<file path="src/rtl/matrix_bus_if.sv">
// Bus between a matrix-coprocessor initiator and its responder.
// The initiator uses the master modport and the responder uses the slave modport.
interface matrix_bus_if;
    logic [255:0] bus_data_out;
    logic         bus_en;
    logic         bus_rw;
    logic         bus_sel;
    logic         bus_add1sub0;
    logic [255:0] bus_data_in;
    logic         bus_flag;

    modport master (
        output bus_data_out, bus_en, bus_rw, bus_sel, bus_add1sub0,
        input  bus_data_in, bus_flag
    );

    modport slave (
        input  bus_data_out, bus_en, bus_rw, bus_sel, bus_add1sub0,
        output bus_data_in, bus_flag
    );
endinterface

</file>
<file path="src/rtl/matrix_bus_initiator.sv">
// Initiator for the 256-bit matrix bus. One command runs load A (optional), load B,
// then a result read, and ends with a one-cycle done pulse. Every output is registered.
module matrix_bus_initiator #(
    parameter int ACK_MODE  = 0,
    parameter int FIXED_LAT = 2,
    parameter int TIMEOUT   = 64
) (
    input  logic         clk,
    input  logic         reset,
    input  logic         start,
    input  logic         op_add,
    input  logic         reuse_a,
    input  logic [255:0] mat_a,
    input  logic [255:0] mat_b,
    output logic [255:0] result,
    output logic         done,
    output logic         busy,
    output logic         err,
    matrix_bus_if.master bus
);

    localparam bit FLAG_MODE = (ACK_MODE == 0);
    localparam int WAIT_LIM  = FLAG_MODE ? TIMEOUT : FIXED_LAT;
    localparam int CW        = $clog2(WAIT_LIM + 1) + 1;
    localparam logic [CW-1:0] CNT_LAST = CW'(WAIT_LIM - 1);
    localparam logic [CW-1:0] CNT_ONE  = CW'(32'd1);

    typedef enum logic [3:0] {
        S_IDLE    = 4'd0,
        S_ISSUE_A = 4'd1,
        S_WAIT_A  = 4'd2,
        S_ISSUE_B = 4'd3,
        S_WAIT_B  = 4'd4,
        S_ISSUE_R = 4'd5,
        S_WAIT_R  = 4'd6,
        S_CAPTURE = 4'd7,
        S_FINISH  = 4'd8
    } state_t;

    state_t        state_r, state_nxt_s;
    logic [CW-1:0] cnt_r, cnt_nxt_s;
    logic [255:0]  a_r, a_nxt_s, b_r, b_nxt_s;
    logic          op_r, op_nxt_s;
    logic [255:0]  result_r, result_nxt_s;
    logic          done_r, done_nxt_s;
    logic          busy_r, busy_nxt_s;
    logic          err_r, err_nxt_s;
    logic [255:0]  dout_r, dout_nxt_s;
    logic          en_r, en_nxt_s;
    logic          rw_r, rw_nxt_s;
    logic          sel_r, sel_nxt_s;
    logic          add_r, add_nxt_s;

    function automatic state_t phase_after(input state_t s);
        case (s)
            S_WAIT_A: phase_after = S_ISSUE_B;
            S_WAIT_B: phase_after = S_ISSUE_R;
            S_WAIT_R: phase_after = S_CAPTURE;
            default:  phase_after = S_IDLE;
        endcase
    endfunction

    // Next-state and next-output decode; outputs are computed one cycle ahead of the pins.
    always_comb begin
        state_nxt_s  = state_r;
        cnt_nxt_s    = cnt_r;
        a_nxt_s      = a_r;
        b_nxt_s      = b_r;
        op_nxt_s     = op_r;
        result_nxt_s = result_r;
        done_nxt_s   = 1'b0;
        busy_nxt_s   = busy_r;
        err_nxt_s    = err_r;
        dout_nxt_s   = dout_r;
        en_nxt_s     = 1'b0;
        rw_nxt_s     = rw_r;
        sel_nxt_s    = sel_r;
        add_nxt_s    = add_r;
        case (state_r)
            S_IDLE: begin
                if (start) begin
                    a_nxt_s     = mat_a;
                    b_nxt_s     = mat_b;
                    op_nxt_s    = op_add;
                    err_nxt_s   = 1'b0;
                    busy_nxt_s  = 1'b1;
                    state_nxt_s = reuse_a ? S_ISSUE_B : S_ISSUE_A;
                end else begin
                    state_nxt_s = S_IDLE;
                end
            end
            S_ISSUE_A: begin
                en_nxt_s    = 1'b1;
                rw_nxt_s    = 1'b1;
                sel_nxt_s   = 1'b0;
                dout_nxt_s  = a_r;
                cnt_nxt_s   = '0;
                state_nxt_s = S_WAIT_A;
            end
            S_ISSUE_B: begin
                en_nxt_s    = 1'b1;
                rw_nxt_s    = 1'b1;
                sel_nxt_s   = 1'b1;
                add_nxt_s   = op_r;
                dout_nxt_s  = b_r;
                cnt_nxt_s   = '0;
                state_nxt_s = S_WAIT_B;
            end
            S_ISSUE_R: begin
                en_nxt_s    = 1'b1;
                rw_nxt_s    = 1'b0;
                cnt_nxt_s   = '0;
                state_nxt_s = S_WAIT_R;
            end
            S_WAIT_A, S_WAIT_B, S_WAIT_R: begin
                // The counter's last value ends the phase: a timeout with the flag, a fixed advance without.
                if (FLAG_MODE && bus.bus_flag) begin
                    state_nxt_s = phase_after(state_r);
                end else if (cnt_r == CNT_LAST) begin
                    if (FLAG_MODE) begin
                        err_nxt_s   = 1'b1;
                        state_nxt_s = S_FINISH;
                    end else begin
                        state_nxt_s = phase_after(state_r);
                    end
                end else begin
                    cnt_nxt_s = cnt_r + CNT_ONE;
                end
            end
            S_CAPTURE: begin
                result_nxt_s = bus.bus_data_in;
                state_nxt_s  = S_FINISH;
            end
            S_FINISH: begin
                done_nxt_s  = 1'b1;
                busy_nxt_s  = 1'b0;
                state_nxt_s = S_IDLE;
            end
            default: begin
                state_nxt_s = S_IDLE;
            end
        endcase
    end

    // State, captured command and registered outputs.
    always_ff @(posedge clk) begin
        if (reset) begin
            state_r  <= S_IDLE;
            cnt_r    <= '0;
            a_r      <= '0;
            b_r      <= '0;
            op_r     <= 1'b0;
            result_r <= '0;
            done_r   <= 1'b0;
            busy_r   <= 1'b0;
            err_r    <= 1'b0;
            dout_r   <= '0;
            en_r     <= 1'b0;
            rw_r     <= 1'b0;
            sel_r    <= 1'b0;
            add_r    <= 1'b0;
        end else begin
            state_r  <= state_nxt_s;
            cnt_r    <= cnt_nxt_s;
            a_r      <= a_nxt_s;
            b_r      <= b_nxt_s;
            op_r     <= op_nxt_s;
            result_r <= result_nxt_s;
            done_r   <= done_nxt_s;
            busy_r   <= busy_nxt_s;
            err_r    <= err_nxt_s;
            dout_r   <= dout_nxt_s;
            en_r     <= en_nxt_s;
            rw_r     <= rw_nxt_s;
            sel_r    <= sel_nxt_s;
            add_r    <= add_nxt_s;
        end
    end

    assign result           = result_r;
    assign done             = done_r;
    assign busy             = busy_r;
    assign err              = err_r;
    assign bus.bus_data_out = dout_r;
    assign bus.bus_en       = en_r;
    assign bus.bus_rw       = rw_r;
    assign bus.bus_sel      = sel_r;
    assign bus.bus_add1sub0 = add_r;

endmodule
</file>
<file path="src/flat_wrapper.sv">
// flat-port wrapper written by rule: the top's interface ports become plain ports
module matrix_bus_initiator_flat 
#(
    parameter int ACK_MODE  = 0,
    parameter int FIXED_LAT = 2,
    parameter int TIMEOUT   = 64
)
  (clk, reset, start, op_add, reuse_a, mat_a, mat_b, result, done, busy, err, bus_bus_data_out, bus_bus_en, bus_bus_rw, bus_bus_sel, bus_bus_add1sub0, bus_bus_data_in, bus_bus_flag);
  matrix_bus_if bus_i ();
  input  logic clk;
  input  logic reset;
  input  logic start;
  input  logic op_add;
  input  logic reuse_a;
  input  logic [255:0] mat_a;
  input  logic [255:0] mat_b;
  output logic [255:0] result;
  output logic done;
  output logic busy;
  output logic err;
  output wire logic [$bits(bus_i.bus_data_out)-1:0] bus_bus_data_out;
  output wire logic [$bits(bus_i.bus_en)-1:0] bus_bus_en;
  output wire logic [$bits(bus_i.bus_rw)-1:0] bus_bus_rw;
  output wire logic [$bits(bus_i.bus_sel)-1:0] bus_bus_sel;
  output wire logic [$bits(bus_i.bus_add1sub0)-1:0] bus_bus_add1sub0;
  input wire logic [$bits(bus_i.bus_data_in)-1:0] bus_bus_data_in;
  input wire logic [$bits(bus_i.bus_flag)-1:0] bus_bus_flag;
  assign bus_bus_data_out = bus_i.bus_data_out;
  assign bus_bus_en = bus_i.bus_en;
  assign bus_bus_rw = bus_i.bus_rw;
  assign bus_bus_sel = bus_i.bus_sel;
  assign bus_bus_add1sub0 = bus_i.bus_add1sub0;
  assign bus_i.bus_data_in = bus_bus_data_in;
  assign bus_i.bus_flag = bus_bus_flag;
  matrix_bus_initiator #(.ACK_MODE(ACK_MODE), .FIXED_LAT(FIXED_LAT), .TIMEOUT(TIMEOUT)) u_core (.clk(clk), .reset(reset), .start(start), .op_add(op_add), .reuse_a(reuse_a), .mat_a(mat_a), .mat_b(mat_b), .result(result), .done(done), .busy(busy), .err(err), .bus(bus_i));
endmodule
</file>
<file path="config.mk">
export PLATFORM = sky130hd
export DESIGN_NAME = matrix_bus_initiator_flat
export DESIGN_NICKNAME = d
export VERILOG_FILES = /design/src/rtl/matrix_bus_if.sv /design/src/rtl/matrix_bus_initiator.sv /design/src/flat_wrapper.sv
export SDC_FILE = /design/constraint.sdc
export NUM_CORES = 2
export LEC_CHECK = 0
export BUFFER_PORTS_ARGS = -buffer_cell sky130_fd_sc_hd__buf_2
export CAP_MARGIN = 0
export CORE_AREA = 4 4 500 502
export DETAILED_ROUTE_END_ITERATION = 10
export DIE_AREA = 0 0 504 506
export PLACE_DENSITY = 0.45
export SLEW_MARGIN = 20
export SYNTH_ARGS = -nofsm -noshare
export SYNTH_HDL_FRONTEND = slang
export SYNTH_SLANG_ARGS = --single-unit
</file>
<file path="constraint.sdc">
create_clock -name clk -period 1.8 [get_ports clk]
set_input_delay 0.54 -clock clk [delete_from_list [all_inputs] [get_ports clk]]
set_output_delay 0.54 -clock clk [all_outputs]
set_load 0.03 [all_outputs]
</file>
==> out/results.ini <==
[critical_path]
critical_path_class = register to output pin
slowest_delay_ns = 0.43
cpMaxStageDelayCell = dfxtp_4
critical_path_arrival_ns = 1.36
cp.depth = 1
reg2reg_depth = 8
path_cells = buf_6
cp_max_fo = 2
required_ns = 1.26
cp-end-kind = output pin
worstSetupStartpointType = register
critPathBufInv = 1
crit_family = flip-flops

[timing]
finalSetupViolations = 67
setup_slack_ns = -0.0979
drv_slew = 0
min_period_ns = 1.90
tightest_slew_ns = 0.532
tns_ns = -1.44
fin_crit_sh = 1.05
final_hold_viol_count = 0
fmax_mhz = 527
rsz0062_at_grt = true
skew_ns = 0.0299
max-slew-margin-rel = 0.645
hold_ws_ns = 0.0784

[logic_synthesis]
synth_nets = 5356
yosysWarnings = 0
ys_top_cells_by_count = 1547 x nand2_1, 1044 x dfxtp_1, 783 x a21oi_1
synthesis.area_sq_um = 38000
netlist.top_cell.by_area = dfxtp_1
ys_seq_area_frac = 0.550
async_flop_share = 0
synth_top_area_frac = 0.550
synth_cell_types = 37
yosysMostFrequentCell = nand2_1
synth_edf_count = 0
synth_ff_type = dfxtp_1
synth_area_leaders = dfxtp_1 55%, nand2_1 15%, a21oi_1 10%
avgSynthCellArea_sq_um = 8.30
ys_seq_elements = 1044
syn_inst = 4581

[die]
rows = 182
start_util = 0.155
io_pins = 1293
die_w_um = 504
fp.coreArea_sq_um = 245000
die_area_sq_um = 255000
fp.dieH_um = 506

[detailed_routing]
routed-via-count = 40900
drt-total-wl_um = 221000
dr.pass1.iters = 5
drc = 0
ant_nets = 0
wl_per_cell_um = 21.8
drt-initial-drc-count = 2575
vias_per_cell = 4.03

[run_status]
outcome = finished, violations left
violations = setup timing

[place]
gp_congestion = 0.954
portBuffers = 1292
placed_cells = 8963
dp.final_hpwl_um = 169000
preCtsSetupSlack_ns = -0.342

[power_and_ir_drop]
p_per_area_nw_per_um2 = 1030
vdd_drop_max_uv = 716
total_power_uw = 70700
p_leak_uw = 0.0269

[global_routing]
antenna_found_initial = 112
grt_pass1_vias = 40400
grt_util_met1 = 0.203
grt_max_degree = 93
grt-ovfl-total = 0
grt_pass1_wl_um = 301000
gr-usage-met2 = 0.258
gr-max-usage-layer = met2
use_met3 = 0.0583
grt_use_total = 0.162

[cells_and_area]
fin_nets = 7547
drive_gt1_frac = 0.366
areaGrowthSynthToFinish_pct = 80.1
final_cells = 10200
fillers = 26000

[clock_tree]
cts_tree = built
cts_root_buf = clkbuf_16
htreeDepth = 4
clk_pin_slew_ns = 0.06
clk_latency_ns = 0.76
cts_buffers = 133
ctsLongestPathBuffers = 3
cts.sinks = 1044

[min_path]
hp-class = primary input to register
holdPathStages = 3

[flow_run]
drv_cap = 0

[through the flow]
step            util  area [sq um]
6_report       0.279         68400
5_1_grt        0.279         68400
4_1_cts        0.272         66800
3_5_place_dp   0.204         50000
3_3_place_gp   0.204         50000
2_1_floorplan      -         38000
[cell families after synthesis]
logic type	Yosys count	share of synthesized area
AO/OA/AOI/OAI	1054	0.157
multiplexers	256	0.0674
AND/OR/NAND/NOR	1842	0.184
flip-flops	1044	0.550
XOR/XNOR	1	0.000230
buffers and inverters	383	0.0412
adder cells (fa/ha/maj)	1	0.000329
[metal layers]
layer	vias up	wire length, um
li1	19700	-
met1	19200	95100
met2	1489	99100
met3	376	19100
met4	60	7320
met5	-	381
[state kept, by name, summed over array words and instances, names as in the netlist]
register and flops:
u_core.a_r 256, u_core.b_r 256, u_core.bus.bus_data_out 256, u_core.result 256, u_core.cnt_r 8, u_core.state_r 4
u_core.bus.bus_add1sub0 1, u_core.bus.bus_en 1, u_core.bus.bus_rw 1, u_core.bus.bus_sel 1, u_core.busy 1, u_core.done 1
u_core.err 1, u_core.op_r 1
[where the power goes]
| part | leakage (uW) | switching (uW) | internal (uW) | total, uW |
|---|---|---|---|---|
| sequential | 0.00877 | 1370 | 25300 | 26600 |
| combinational | 0.0159 | 8690 | 7520 | 16200 |
| clock | 0.00226 | 11300 | 16600 | 27900 |
| total | 0.0269 | 21400 | 49400 | 70700 |
[worst paths after layout]
path | slack (ns) | to | startpoint
worst max-delay path | -0.1 | result[224] | u_core.result[224]$_SDFFE_PP0N_
worst min-delay path | 0.08 | u_core.b_r[140]$_SDFFE_PP0P_ | mat_b[140]
worst max register to register | 0.02 | u_core.bus.bus_data_out[10]$_SDFFE_PP0P_ | u_core.state_r[2]$_SDFFE_PP0P_
worst min register to register | 0.45 | u_core.a_r[126]$_SDFFE_PP0P_ | u_core.a_r[126]$_SDFFE_PP0P_
[layout by cell type, fill, tap and decap left out, drive strengths merged, types with 3 or more instances in the layout]
cell         Yosys  final
buf            107   1735
nand2         1547   1547
dfxtp         1044   1044
a21oi          783    783
dlygate4sd3      0    685
nor2           262    262
mux2i          256    256
a211oi         256    256
clkbuf         273    206
diode            0     54
clkinv           0     28
inv              3     14
bufinv           0      9
nand3            6      6
or4              6      6
nand2b           3      3
o21ai            3      3
nor3             3      3
[final cells by class]
cell class,count,area (sq um),share of cell area
Timing Repair Buffer,2436,22300,0.326
Multi-Input combinational cell,3154,15700,0.229
Inverter,3,11.3,0.000165
Clock inverter,50,668,0.00976
Tap cell,3220,4030,0.0589
Clock buffer,191,3910,0.0571
Antenna cell,54,135,0.00197
Sequential cell,1044,21700,0.316
[repair_timing]
item / CTS / global route
endpoints found under the setup margin: 566 / 696
hold buffers: 685 / 0
gates resized for setup: 1732 / 72
setup buffers: 76 / 116
gates cloned: 5 / 15
endpoints found under the hold margin: 685 / 0
pin swaps: 1 / 6
[worst register-to-register path, cell delays in order (launching register included)]
cell,delay [ns]
dfxtp_1,0.33
buf_4,0.15
nor3b_4,0.21
buf_6,0.13
buf_12,0.14
buf_4,0.16
buf_6,0.23
nor2_1,0.08
a211oi_1,0.26
No activity file was read; power rests on OpenSTA's default activity.
